**src/rtl/arith_chain_arbiter.sv**
```systemverilog
// Two-requester round-robin front end for a shared fixed-latency arithmetic chain.
// A requester tag shadows each operand through the chain so the result returns to its owner.
module arith_chain_arbiter #(
  parameter int DATA_WIDTH_IN  = 8,
  parameter int DATA_WIDTH_OUT = 10,
  parameter int LATENCY        = 4
) (
  input  logic                      clk,
  input  logic                      reset,
  input  logic                      en,
  input  logic [DATA_WIDTH_IN-1:0]  req0_data,
  input  logic [DATA_WIDTH_IN-1:0]  req1_data,
  input  logic                      req0_valid,
  input  logic                      req1_valid,
  output logic                      req0_ready,
  output logic                      req1_ready,
  output logic [DATA_WIDTH_IN-1:0]  pipe_data_in,
  output logic                      pipe_valid_in,
  input  logic [DATA_WIDTH_OUT-1:0] pipe_data_out,
  input  logic                      pipe_valid_out,
  output logic [DATA_WIDTH_OUT-1:0] rsp0_data,
  output logic [DATA_WIDTH_OUT-1:0] rsp1_data,
  output logic                      rsp0_valid,
  output logic                      rsp1_valid,
  output logic                      busy,
  output logic                      err
);

  localparam logic [1:0] IDLE  = 2'd0;
  localparam logic [1:0] RUN   = 2'd1;
  localparam logic [1:0] DRAIN = 2'd2;

  // Worst case in flight is LATENCY+2 (accept cycle through response cycle).
  localparam int CNT_W = $clog2(LATENCY + 3);

  logic [1:0]       state;
  logic [1:0]       state_next;
  logic             last_grant;
  logic [CNT_W-1:0] inflight;
  logic             pipe_tag;
  logic             xfer0;
  logic             xfer1;
  logic             xfer;
  logic [LATENCY-1:0] tag_valid;
  logic [LATENCY-1:0] tag_id;
  logic             out_tag_valid;
  logic             out_tag_id;
  logic             deliver;
  logic             mismatch;
  logic             retire;

  // Grant only in RUN; on contention the requester that did not win last time goes first.
  always_comb begin
    req0_ready = 1'b0;
    req1_ready = 1'b0;
    if (state == RUN) begin
      if (req0_valid && req1_valid) begin
        req0_ready = last_grant;
        req1_ready = ~last_grant;
      end else begin
        req0_ready = req0_valid;
        req1_ready = req1_valid;
      end
    end
  end

  assign xfer0 = req0_valid & req0_ready;
  assign xfer1 = req1_valid & req1_ready;
  assign xfer  = xfer0 | xfer1;

  always_ff @(posedge clk or posedge reset) begin
    if (reset) begin
      last_grant    <= 1'b1;
      pipe_valid_in <= 1'b0;
      pipe_data_in  <= '0;
      pipe_tag      <= 1'b0;
    end else begin
      pipe_valid_in <= xfer;
      if (xfer) begin
        last_grant   <= xfer1;
        pipe_tag     <= xfer1;
        pipe_data_in <= xfer1 ? req1_data : req0_data;
      end
    end
  end

  // Tag shift register: stage LATENCY-1 lines up with pipe_valid_out.
  generate
    for (genvar gi = 0; gi < LATENCY; gi++) begin : g_tag
      if (gi == 0) begin : g_first
        always_ff @(posedge clk or posedge reset) begin
          if (reset) begin
            tag_valid[gi] <= 1'b0;
            tag_id[gi]    <= 1'b0;
          end else begin
            tag_valid[gi] <= pipe_valid_in;
            tag_id[gi]    <= pipe_tag;
          end
        end
      end else begin : g_rest
        always_ff @(posedge clk or posedge reset) begin
          if (reset) begin
            tag_valid[gi] <= 1'b0;
            tag_id[gi]    <= 1'b0;
          end else begin
            tag_valid[gi] <= tag_valid[gi-1];
            tag_id[gi]    <= tag_id[gi-1];
          end
        end
      end
    end
  endgenerate

  assign out_tag_valid = tag_valid[LATENCY-1];
  assign out_tag_id    = tag_id[LATENCY-1];
  assign deliver       = pipe_valid_out & out_tag_valid;
  assign mismatch      = pipe_valid_out ^ out_tag_valid;
  // A tag leaving the pipe retires its slot whether delivered or dropped, so DRAIN cannot stick.
  assign retire        = out_tag_valid;

  always_ff @(posedge clk or posedge reset) begin
    if (reset) begin
      rsp0_valid <= 1'b0;
      rsp1_valid <= 1'b0;
      rsp0_data  <= '0;
      rsp1_data  <= '0;
      err        <= 1'b0;
    end else begin
      rsp0_valid <= deliver & ~out_tag_id;
      rsp1_valid <= deliver & out_tag_id;
      if (deliver && !out_tag_id) rsp0_data <= pipe_data_out;
      if (deliver && out_tag_id)  rsp1_data <= pipe_data_out;
      if (mismatch) err <= 1'b1;
    end
  end

  always_ff @(posedge clk or posedge reset) begin
    if (reset) begin
      inflight <= '0;
    end else begin
      case ({xfer, retire})
        2'b10:   inflight <= inflight + CNT_W'(1);
        2'b01:   inflight <= inflight - CNT_W'(1);
        default: inflight <= inflight;
      endcase
    end
  end

  always_comb begin
    state_next = state;
    case (state)
      IDLE:    if (en) state_next = RUN;
      RUN:     if (!en) state_next = DRAIN;
      DRAIN: begin
        if (en)                  state_next = RUN;
        else if (inflight == '0) state_next = IDLE;
      end
      default: state_next = IDLE;
    endcase
  end

  always_ff @(posedge clk or posedge reset) begin
    if (reset) state <= IDLE;
    else       state <= state_next;
  end

  assign busy = (state != IDLE);

endmodule
```
**config.mk**
```make
export PLATFORM = sky130hd
export DESIGN_NAME = arith_chain_arbiter
export DESIGN_NICKNAME = d
export VERILOG_FILES = /design/src/rtl/arith_chain_arbiter.sv
export SDC_FILE = /design/constraint.sdc
export NUM_CORES = 1
export LEC_CHECK = 0
export ABC_AREA = 1
export ABC_CLOCK_PERIOD_IN_PS = 1800
export BUFFER_PORTS_ARGS = -buffer_cell sky130_fd_sc_hd__buf_2
export CAP_MARGIN = 20
export CORE_MARGIN = 4
export CORE_UTILIZATION = 44
export DETAILED_ROUTE_END_ITERATION = 12
export GPL_ROUTABILITY_DRIVEN = 0
export PLACE_DENSITY = 0.85
export SYNTH_ARGS = -nofsm -noshare
export SYNTH_HDL_FRONTEND = slang
export SYNTH_SLANG_ARGS = --single-unit
```
**constraint.sdc**
```tcl
create_clock -name clk -period 1.8 [get_ports clk]
set_input_delay 0 -clock clk [delete_from_list [all_inputs] [get_ports clk]]
set_output_delay 0 -clock clk [all_outputs]
set_load 0.02 [all_outputs]
```
==> results of run 1 <==
==> repair_timing <==
action                                  in CTS  in global routing
setup buffers                                0                  1
endpoints found under the setup margin       0                  1
gates resized for setup                      0                  5
hold buffers                                12                  0
endpoints found under the hold margin       44                  0
==> routing by layer <==
| metal | share of wire | vias up | GRT usage |
|---|---|---|---|
| met2 | 0.53 | 46 | 0.287 |
| met3 | 0.047 | 6 | 0.0301 |
| met5 | 0 | - | 0 |
| li1 | - | 780 | - |
| met1 | 0.41 | 736 | 0.204 |
| met4 | 0.013 | 0 | 0.0543 |
==> worst max-delay path by stage <==
| stage | start | to | slack, ps | depth (start not counted) |
|---|---|---|---|---|
| 6_report | state[0] | inflight[2] | 100 | 9 |
| 5_1_grt | state[0] | inflight[2] | 6 | 9 |
| 4_1_cts | state[0] | inflight[2] | 20 | 9 |
| 3_5_place_dp | state[0] | inflight[2] | 40 | 9 |
| 3_3_place_gp | state[0] | inflight[2] | 120 | 9 |
| 2_1_floorplan | state[0] | inflight[2] | 2 | 10 |
==> layout make-up <==
cell class,instances,area share
tap,50,0.0247
inverter,37,0.0548
clock inverter,2,0.0138
sequential,47,0.465
multi-input combinational,108,0.216
timing repair buffer,83,0.193
clock buffer,6,0.0326
==> power by group through the flow <==
stage | clock network [mW] | registers, mW | logic, mW
floorplan | 0 | 2.02 | 0.472
finish | 0.784 | 1.66 | 1.31
global placement | 0 | 1.66 | 1.25
CTS | 0.800 | 1.67 | 1.31
global route | 0.837 | 1.71 | 1.47
detailed placement | 0 | 1.69 | 1.28
==> state kept, by name, indices dropped and copies added, names as in the netlist, 2 cells and up <==
name,flops
inflight,3
pipe_data_in,8
rsp0_data,10
rsp1_data,10
state,2
tag_id,3
tag_valid,3
==> per-stage QoR <==
step                setup WS (ps)   util
global route                 6.34  0.620
finish                        105  0.620
detailed placement           44.0  0.557
floorplan                    2.27      -
CTS                          18.8  0.615
global placement              124  0.557
==> worst max-delay path, cell delays in order, from the launching register on <==
cell	delay, ps
dfrtp_1	410
inv_2	70
nor2_2	40
o21ai_2	60
ha_2	200
inv_2	50
fa_2	350
a21oi_1	200
nand2_2	70
xnor2_1	120
==> cells in the final DEF (no fill, tap or decap), drive strengths merged <==
| cell | instances |
|---|---|
| dlygate4sd3 | 12 |
| a21boi | 1 |
| dfrtp | 46 |
| inv | 37 |
| nand4 | 8 |
| nand2 | 52 |
| or2 | 3 |
| nand3 | 9 |
| bufinv | 1 |
| dfstp | 1 |
| clkbuf | 6 |
| clkinv | 1 |
| nor3 | 1 |
| o21ai | 23 |
| buf | 71 |
| ha | 2 |
| nor2 | 2 |
| xnor2 | 2 |
| a21oi | 4 |
| fa | 1 |
==> cell usage after synthesis (2+ instances only) <==
cell type,number,area share
nand2_1,52,0.10
dfrtp_1,46,0.61
inv_1,35,0.069
o21ai_0,20,0.053
nand3_1,8,0.021
nand4_1,8,0.026
a21oi_1,4,0.011
clkbuf_1,4,0.0079
o21ai_1,3,0.0079
or2_2,3,0.0099
buf_2,2,0.0053
buf_6,2,0.012
ha_1,2,0.013
inv_2,2,0.0040
xnor2_1,2,0.0092
==> logic make-up (layout without fill, tap and decap cells) <==
kind of cell	count (synthesis)	in the layout	synth area share
buffers and inverters	45	128	0.0982
and+or+nand+nor	75	75	0.173
AOI/OAI and AO/OA	28	28	0.0752
adders and majority gates	3	3	0.0237
DFF	47	47	0.620
xor gates and xnor gates	2	2	0.00923
==> results.md, run 1 <==
* Pre-antenna DRT Iters at 5
* Register area share after synthesis at 0.620
* Clk_lat worst skew at 290 ps
* Post-route cell area at 0.00253 sq mm
* Post-Syn Nets at 235
* Core Rows at 23
* # diodes at 0
* Crit path required time at 1980 ps
* Leak at 1.44 nW
* Routed wire length at 4.20 mm
* CORE AREA at 0.00409 sq mm
* Share of layout cells above drive strength 1 at 0.329
* CP Max Fanout at 3
* Status: completed
* Min-delay src: req0_data[5]
* Number of flops mapped to enable cells by yosys at 0
* CTS tree: done
* Pwr dens at 1490 mW/mm^2
* Hold WC Path Type: input pin to register
* Vias at 1,568
* H-Tree Depth at 2
* Placed cell count at 312
* Worst-Margin Slew at 576 ps
* Minimum clock period at 1700 ps
* Port bufs at 66
* Max-cap violations at 0
* Fin Hold WS at 8.36 ps
* Distinct cells, synth at 22
* Sequential cell area at 0.00118 sq mm
* Area Growth Syn to Fin at 33.4%
* Syn_area_per_cell at 9.49 sq um
* Vias in the first global route at 1,557
* DRC at 0
* Post-DP HPWL at 3.02 mm
* Crit end category: register
* Seq pwr share at 0.443
* Layout Nets at 317
* Reg-to-reg setup timing slack at 100 ps
* Total global routing overflow at 0
* Initial Utilization at 0.464
* Multi-input logic area at 548 sq um
* Detail Route Antenna Nets at 0
* P_sw at 1.39 mW
* Combinational fraction of design power at 0.349
* Async SR Flop Fraction at 1.00
* Final hold violation count at 0
* Sw frac at 0.369
* Clock group share of total power at 0.208
* Worst reg2reg path endpoint: inflight[2]
* Worst vdd ir at 0.715 mV
* Total of warnings raised by yosys at 0
* Register bit total from synthesis at 47
* Wirelength per Cell at 12.6 microns
* Total die area at 0.00543 sq mm
* Total power draw at 3.76 mW
* Ys flop type: dfrtp_1
* Placed cell area at 0.00228 sq mm
* Clk pin slew, worst setup/hold paths at 80 ps
* Total GRT Usage at 0.164
* Die X at 73.7 microns
* Setup Crit Path Kind: register to register
* Root Driver: clkbuf_8
* TNS Setup at 0 ps
* Vias per inst at 4.71
* # IOs at 67
* Die height at 73.7 microns
* Rel. slew slack at 0.615
* Fill count at 361
* Pin count of the biggest net entering global routing at 28
* FF-to-FF path depth at 9
* Achievable frequency at 0.590 GHz
* CTS buffer count at 5
* Fin. max-slew vios at 0
* Hold-critical path depth at 5
* Hold endpoint: pipe_data_in[5]
* Internal at 2.37 mW
* Crit path DAT at 1880 ps
* Post-route insts no fill at 333
* RSZ-0062 raised after global routing: no
* Crit Reg-Reg Startpoint: state[0]
* Sink Count at 47
* CTS max path bufs at 2
* Period utilisation layout at 0.942
* Synth Cell Area at 0.00190 sq mm
* First-pass GRT wire length at 6.90 mm
* Crit start category: register
* DR iter-0 viols at 66
* Final Setup Violations at 0
* Post-synthesis cell count at 200
* Setup Skew at 3.28 ps
* Initial antenna violation count at 0
No activity file was read; power rests on OpenSTA's default activity.
==> inputs of run 2 (changes only) <==
- CORE_UTILIZATION: 44 -> 40
- GPL_TIMING_DRIVEN: unset -> 0
- PLACE_DENSITY: 0.85 -> 0.79
==> run 2 against run 1 <==
Against the previous run:
- hold slack better by 0.58 ps
- non-clock buffer count increased by 11
- clock-buffer cell count is the same
- cell area grew 4.3%
- sequential cell count did not move
- core utilization fell by 2.9 points
- via count rose by 3.4%
- final cell count is 3.9% higher
==> results.md, run 2 (synthesis results as in run 1) <==
* Status: completed
* # IOs at 67 (unchanged)
* Achievable frequency at 0.569 GHz (-3.5%)
* Routed wire length at 4.46 mm (+6.2%)
* Placed cell area at 0.00232 sq mm (+2.0%)
* CP Max Fanout at 3 (unchanged)
* Final Setup Violations at 0 (unchanged)
* Core Rows at 24 (+4.3%)
* Rel. slew slack at 0.685 (+0.0706)
* Multi-input logic area at 562 sq um (+2.5%)
* Sequential cell area at 0.00118 sq mm (unchanged)
* Most common cell after layout, fill and taps aside: buf_2
* Layer with the highest usage: met2
* Top flop regs: rsp0_data: 10 flops, rsp1_data: 10 flops, pipe_data_in: 8 flops
* CTS max path bufs at 2 (unchanged)
* GR Layer Usage met1 at 0.194 (-0.0103)
* Clk pin slew, worst setup/hold paths at 80 ps (about the same)
* Pin count of the biggest net entering global routing at 38 (+36%)
* Fill count at 389 (+7.8%)
* H-Tree Depth at 2 (unchanged)
* Crit path DAT at 1980 ps (+100 ps)
* Final hold violation count at 0 (unchanged)
* Vias at 1,622 (+3.4%)
* Total die area at 0.00591 sq mm (+8.9%)
* CORE AREA at 0.00447 sq mm (+9.5%)
* Crit start category: register
* Leak at 1.48 nW (+3.2%)
* First-pass GRT wire length at 7.47 mm (+8.2%)
* Hold-critical path depth at 5 (unchanged)
* Initial antenna violation count at 0 (unchanged)
* Port bufs at 66 (unchanged)
* Pre-antenna DRT Iters at 4 (-1)
* Crit path required time at 2020 ps (+40 ps)
* Area Growth Syn to Fin at 39.2%
* CTS tree: done
* Max-cap violations at 0 (unchanged)
* Fin. max-slew vios at 0 (unchanged)
* Layout Nets at 328 (+3.5%)
* Total power draw at 3.84 mW (+2.1%)
* Worst vdd ir at 0.616 mV (-14%)
* RSZ-0062 raised after global routing: yes
* Post-route cell area at 0.00264 sq mm (+4.3%)
* Die height at 76.9 microns (+4.3%)
* Die X at 76.9 microns (+4.3%)
* Initial Utilization at 0.424 (-0.0403)
* Vias in the first global route at 1,627 (+4.5%)
* # diodes at 0 (unchanged)
* Sink Count at 47 (unchanged)
* Total global routing overflow at 0 (unchanged)
* Setup Crit Path Kind: register to register
* Wirelength per Cell at 12.9 microns (+2.2%)
* FF-to-FF path depth at 10 (+1)
* CTS buffer count at 5 (unchanged)
* Period utilisation layout at 0.976 (+0.0339)
* DRC at 0 (unchanged)
* Minimum clock period at 1760 ps (+61.1 ps)
* Clk_lat worst skew at 290 ps (about the same)
* Share of layout cells above drive strength 1 at 0.340 (+0.0115)
* Crit end category: register
* M3 GR Usage at 0.0363 (+0.00620)
* Total GRT Usage at 0.156 (-0.00827)
* Vias per inst at 4.69 (-0.44%)
* Hold WC Path Type: input pin to register
* Pwr dens at 1450 mW/mm^2 (-2.2%)
* Commonest non-fill, non-tap cells in the layout: buf_2, nand2_1, dfrtp_1
* DR iter-0 viols at 94 (+42%)
* Worst-Margin Slew at 472 ps (-105 ps)
* Routing usage on met2 at 0.266 (-0.0217)
* Fin Hold WS at 8.94 ps (+0.582 ps)
* Post-route insts no fill at 346 (+3.9%)
* Setup Skew at 4.94 ps (+1.65 ps)
* Post-DP HPWL at 3.06 mm (+1.6%)
* Detail Route Antenna Nets at 0 (unchanged)
* Root Driver: clkbuf_8
* Placed cell count at 319 (+2.2%)
run 2: changes by cell type in the layout (fill, tap and decap cells not counted), sizes merged:
cell,delta
clkbuf,+4
buf,+6
dlygate4sd3,+1
run 2: final timing paths:
kind	slack, ps	end	start
min	9	pipe_data_in[1]	req0_data[1]
min in group asynchronous	210	rsp0_data[2]	reset
max in group asynchronous	1060	last_grant	reset
max reg2reg	40	inflight[2]	state[0]
min reg2reg	350	tag_id[1]	tag_id[0]
max	40	inflight[2]	state[0]
run 2: critical path, cell delays in order (launching register included):
cell and delay, ps:
dfrtp_1 410, inv_2 70, nor2_2 50, o21ai_2 80, buf_6 130, ha_4 130
inv_4 40, fa_2 370, or2_4 240, nand2_2 60, xnor2_1 110
run 2: area by class of cell:
type / count / share of cell area
clock inverter: 2 / 0.0133
clock buffer: 6 / 0.0313
buffer: 8 / 0.0204
inverter: 37 / 0.0535
multi-input combinational: 108 / 0.213
sequential: 47 / 0.446
timing repair buffer: 86 / 0.199
tap: 52 / 0.0246
run 2: routing by layer:
layer  vias to the layer above  wire length, microns
met4                         0                    86
met1                       771                  1890
met2                        42                  2260
met5                         -                     0
met3                         9                   218
li1                        800                     -
run 2: power by group:
part	leakage, nW	switching [mW]	internal, mW
Clock	0.0612	0.333	0.449
Sequential	0.581	0.212	1.45
Combinational	0.842	0.872	0.524
run 2: timing repair:
action,4_1_cts,5_1_grt
buffers inserted,2,4
endpoints found under the hold margin,69,0
gates resized for setup,5,3
hold buffers,13,0
setup endpoints to repair,1,1
pin swaps,0,3
run 2: through the flow:
stage                     utilization  setup WS (ps)  TNS, ps
after global placement          0.515          -71.6    -71.6
final                           0.591           43.7        0
after CTS                       0.580           41.9        0
after detailed placement        0.519           -122     -122
after floorplan                     -           2.27        0
after global routing            0.591          -28.1    -28.1
==> inputs of run 3 (changes only) <==
- BUFFER_PORTS_ARGS: -buffer_cell sky130_fd_sc_hd__buf_2 -> -buffer_cell sky130_fd_sc_hd__buf_4
==> run 3 against run 2 <==
Against the previous run:
- wire length is 0.74% higher
- sequential power hardly changed
- critical endpoint unchanged
- die area stayed put
- power is 0.35% higher
- clock-buffer cell count is 1 higher
==> results.md, run 3 (synthesis results as in run 1) <==
* TNS Setup at 0 ps (unchanged)
* Final Setup Violations at 0 (unchanged)
* Vias per inst at 4.60 (-1.8%)
* First-pass GRT wire length at 7.22 mm (-3.3%)
* Total global routing overflow at 0 (unchanged)
* Crit path required time at 2020 ps (about the same)
* CTS tree: done
* Total GRT Usage at 0.155 (-0.00140)
* Achievable frequency at 0.562 GHz (-1.4%)
* Final hold violation count at 0 (unchanged)
* Crit Reg-Reg Startpoint: state[0]
* Crit end category: register
* Wirelength per Cell at 12.9 microns (+0.16%)
* Minimum clock period at 1780 ps (+24.3 ps)
* CTS max path bufs at 2 (unchanged)
* DR iter-0 viols at 40 (-57%)
* Setup Crit Path Kind: register to register
* Port bufs at 66 (unchanged)
* # IOs at 67 (unchanged)
* Most common cell after layout, fill and taps aside: buf_4
* Worst reg2reg path endpoint: inflight[2]
* Top flop regs: rsp0_data: 10 flops, rsp1_data: 10 flops, pipe_data_in: 8 flops
* Reg-to-reg setup timing slack at 20 ps (-20 ps)
* Area Growth Syn to Fin at 47.3%
* Clk pin slew, worst setup/hold paths at 80 ps (about the same)
* Die height at 76.9 microns (unchanged)
* Final core occ at 0.625 (+0.0344)
* Setup Skew at 3.80 ps (-1.14 ps)
* RSZ-0062 raised after global routing: yes
* DRC at 0 (unchanged)
* Detail Route Antenna Nets at 0 (unchanged)
* Hold WC Path Type: input pin to register
* Fill count at 376 (-3.3%)
* Initial Utilization at 0.424 (unchanged)
* FF-to-FF path depth at 10 (unchanged)
* Fin. max-slew vios at 0 (unchanged)
* Core Rows at 24 (unchanged)
* CTS buffer count at 5 (unchanged)
* Crit start category: register
* Rel. slew slack at 0.696 (+0.0103)
* Sink Count at 47 (unchanged)
* Initial antenna violation count at 0 (unchanged)
* Die X at 76.9 microns (unchanged)
* Worst-Margin Slew at 456 ps (-15.5 ps)
* H-Tree Depth at 2 (unchanged)
* CP Max Fanout at 4 (+1)
* Pwr dens at 1380 mW/mm^2 (-5.2%)
* Post-DP HPWL at 3.12 mm (+1.9%)
* Share of layout cells above drive strength 1 at 0.324 (-0.0158)
* Period utilisation layout at 0.989 (+0.0135)
* Crit path DAT at 2000 ps (+20 ps)
* Worst Setup EP: inflight[2]
* CORE AREA at 0.00447 sq mm (unchanged)
* Status: completed
* Worst vdd ir at 0.577 mV (-6.3%)
* Clk_lat worst skew at 290 ps (about the same)
* Root Driver: clkbuf_8
* Total power draw at 3.85 mW (+0.35%)
* Max-cap violations at 0 (unchanged)
* Layout Nets at 330 (+0.61%)
* Commonest non-fill, non-tap cells in the layout: buf_4, nand2_1, dfrtp_1
* Total die area at 0.00591 sq mm (unchanged)
* Vias at 1,602 (-1.2%)
* Critical path origin: state[0]
* Pin count of the biggest net entering global routing at 37 (-2.6%)
* Leak at 1.52 nW (+2.3%)
* # diodes at 0 (unchanged)
* Pre-antenna DRT Iters at 4 (unchanged)
* Routed wire length at 4.49 mm (+0.74%)
* Vias in the first global route at 1,592 (-2.2%)
==> run 3: changes by cell type in the layout (fill, tap and decap cells not counted), sizes merged <==
cell and change:
clkbuf +1, bufinv -1, buf -2, dlygate4sd3 +4
==> run 3: area by class of cell <==
type                       instances  area (sq um)  area share
multi-input combinational        108           562       0.201
clock buffer                       7          76.3      0.0273
sequential                        47          1180       0.421
timing repair buffer              88           716       0.256
clock inverter                     1          5.00     0.00179
inverter                          37           141      0.0506
buffer                             8          53.8      0.0192
tap                               52          65.1      0.0233
==> run 3: what timing repair did <==
action	in CTS	in global routing
buffers inserted	2	2
pin swaps	0	3
endpoints found under the setup margin	1	1
hold endpoints to repair	71	0
gates resized for setup	5	3
hold buffers	17	0
==> run 3: where the power goes <==
group	internal, mW	switching, mW	leakage (nW)
clock	0.273	0.319	0.0422
sequential	1.45	0.222	0.581
combinational	0.707	0.882	0.896
==> run 3: how the worst min path moves through the flow <==
stage | start | end | slack (ps) | cells past startpoint
CTS | pipe_valid_out | err | 4 | 3
finish | req0_data[0] | pipe_data_in[0] | 10 | 5
global placement | en | state[1] | 240 | 4
global route | pipe_valid_out | err | 20 | 3
detailed placement | reset | rsp1_data[6] | -40 | 2
floorplan | req0_valid | req0_ready | 130 | 2
==> run 3: layer usage <==
metal,vias up,GRT usage,part of all wire
li1,805,-,-
met1,751,0.181,0.40
met2,35,0.268,0.53
met3,11,0.0398,0.047
met4,0,0.0652,0.023
met5,-,0,0
==> run 3: critical path, stage by stage, from the launching register on <==
cell	delay [ps]
dfrtp_1	410
inv_2	70
nor2_2	40
o21ai_2	80
buf_6	130
ha_4	130
inv_4	40
fa_2	390
or2_4	240
nand2_2	60
xnor2_1	100
==> run 3: through the flow <==
stage | cells | setup WS, ps | instance area, sq um | hold WS [ps]
after CTS | 346 | 38.3 | 2770 | 4.04
after global routing | 348 | -62.5 | 2800 | 15.6
after global placement | 318 | -73.8 | 2470 | 241
after floorplan | 200 | 2.27 | 1910 | 130
after detailed placement | 319 | -128 | 2490 | -37.2
final | 348 | 19.3 | 2800 | 11.6
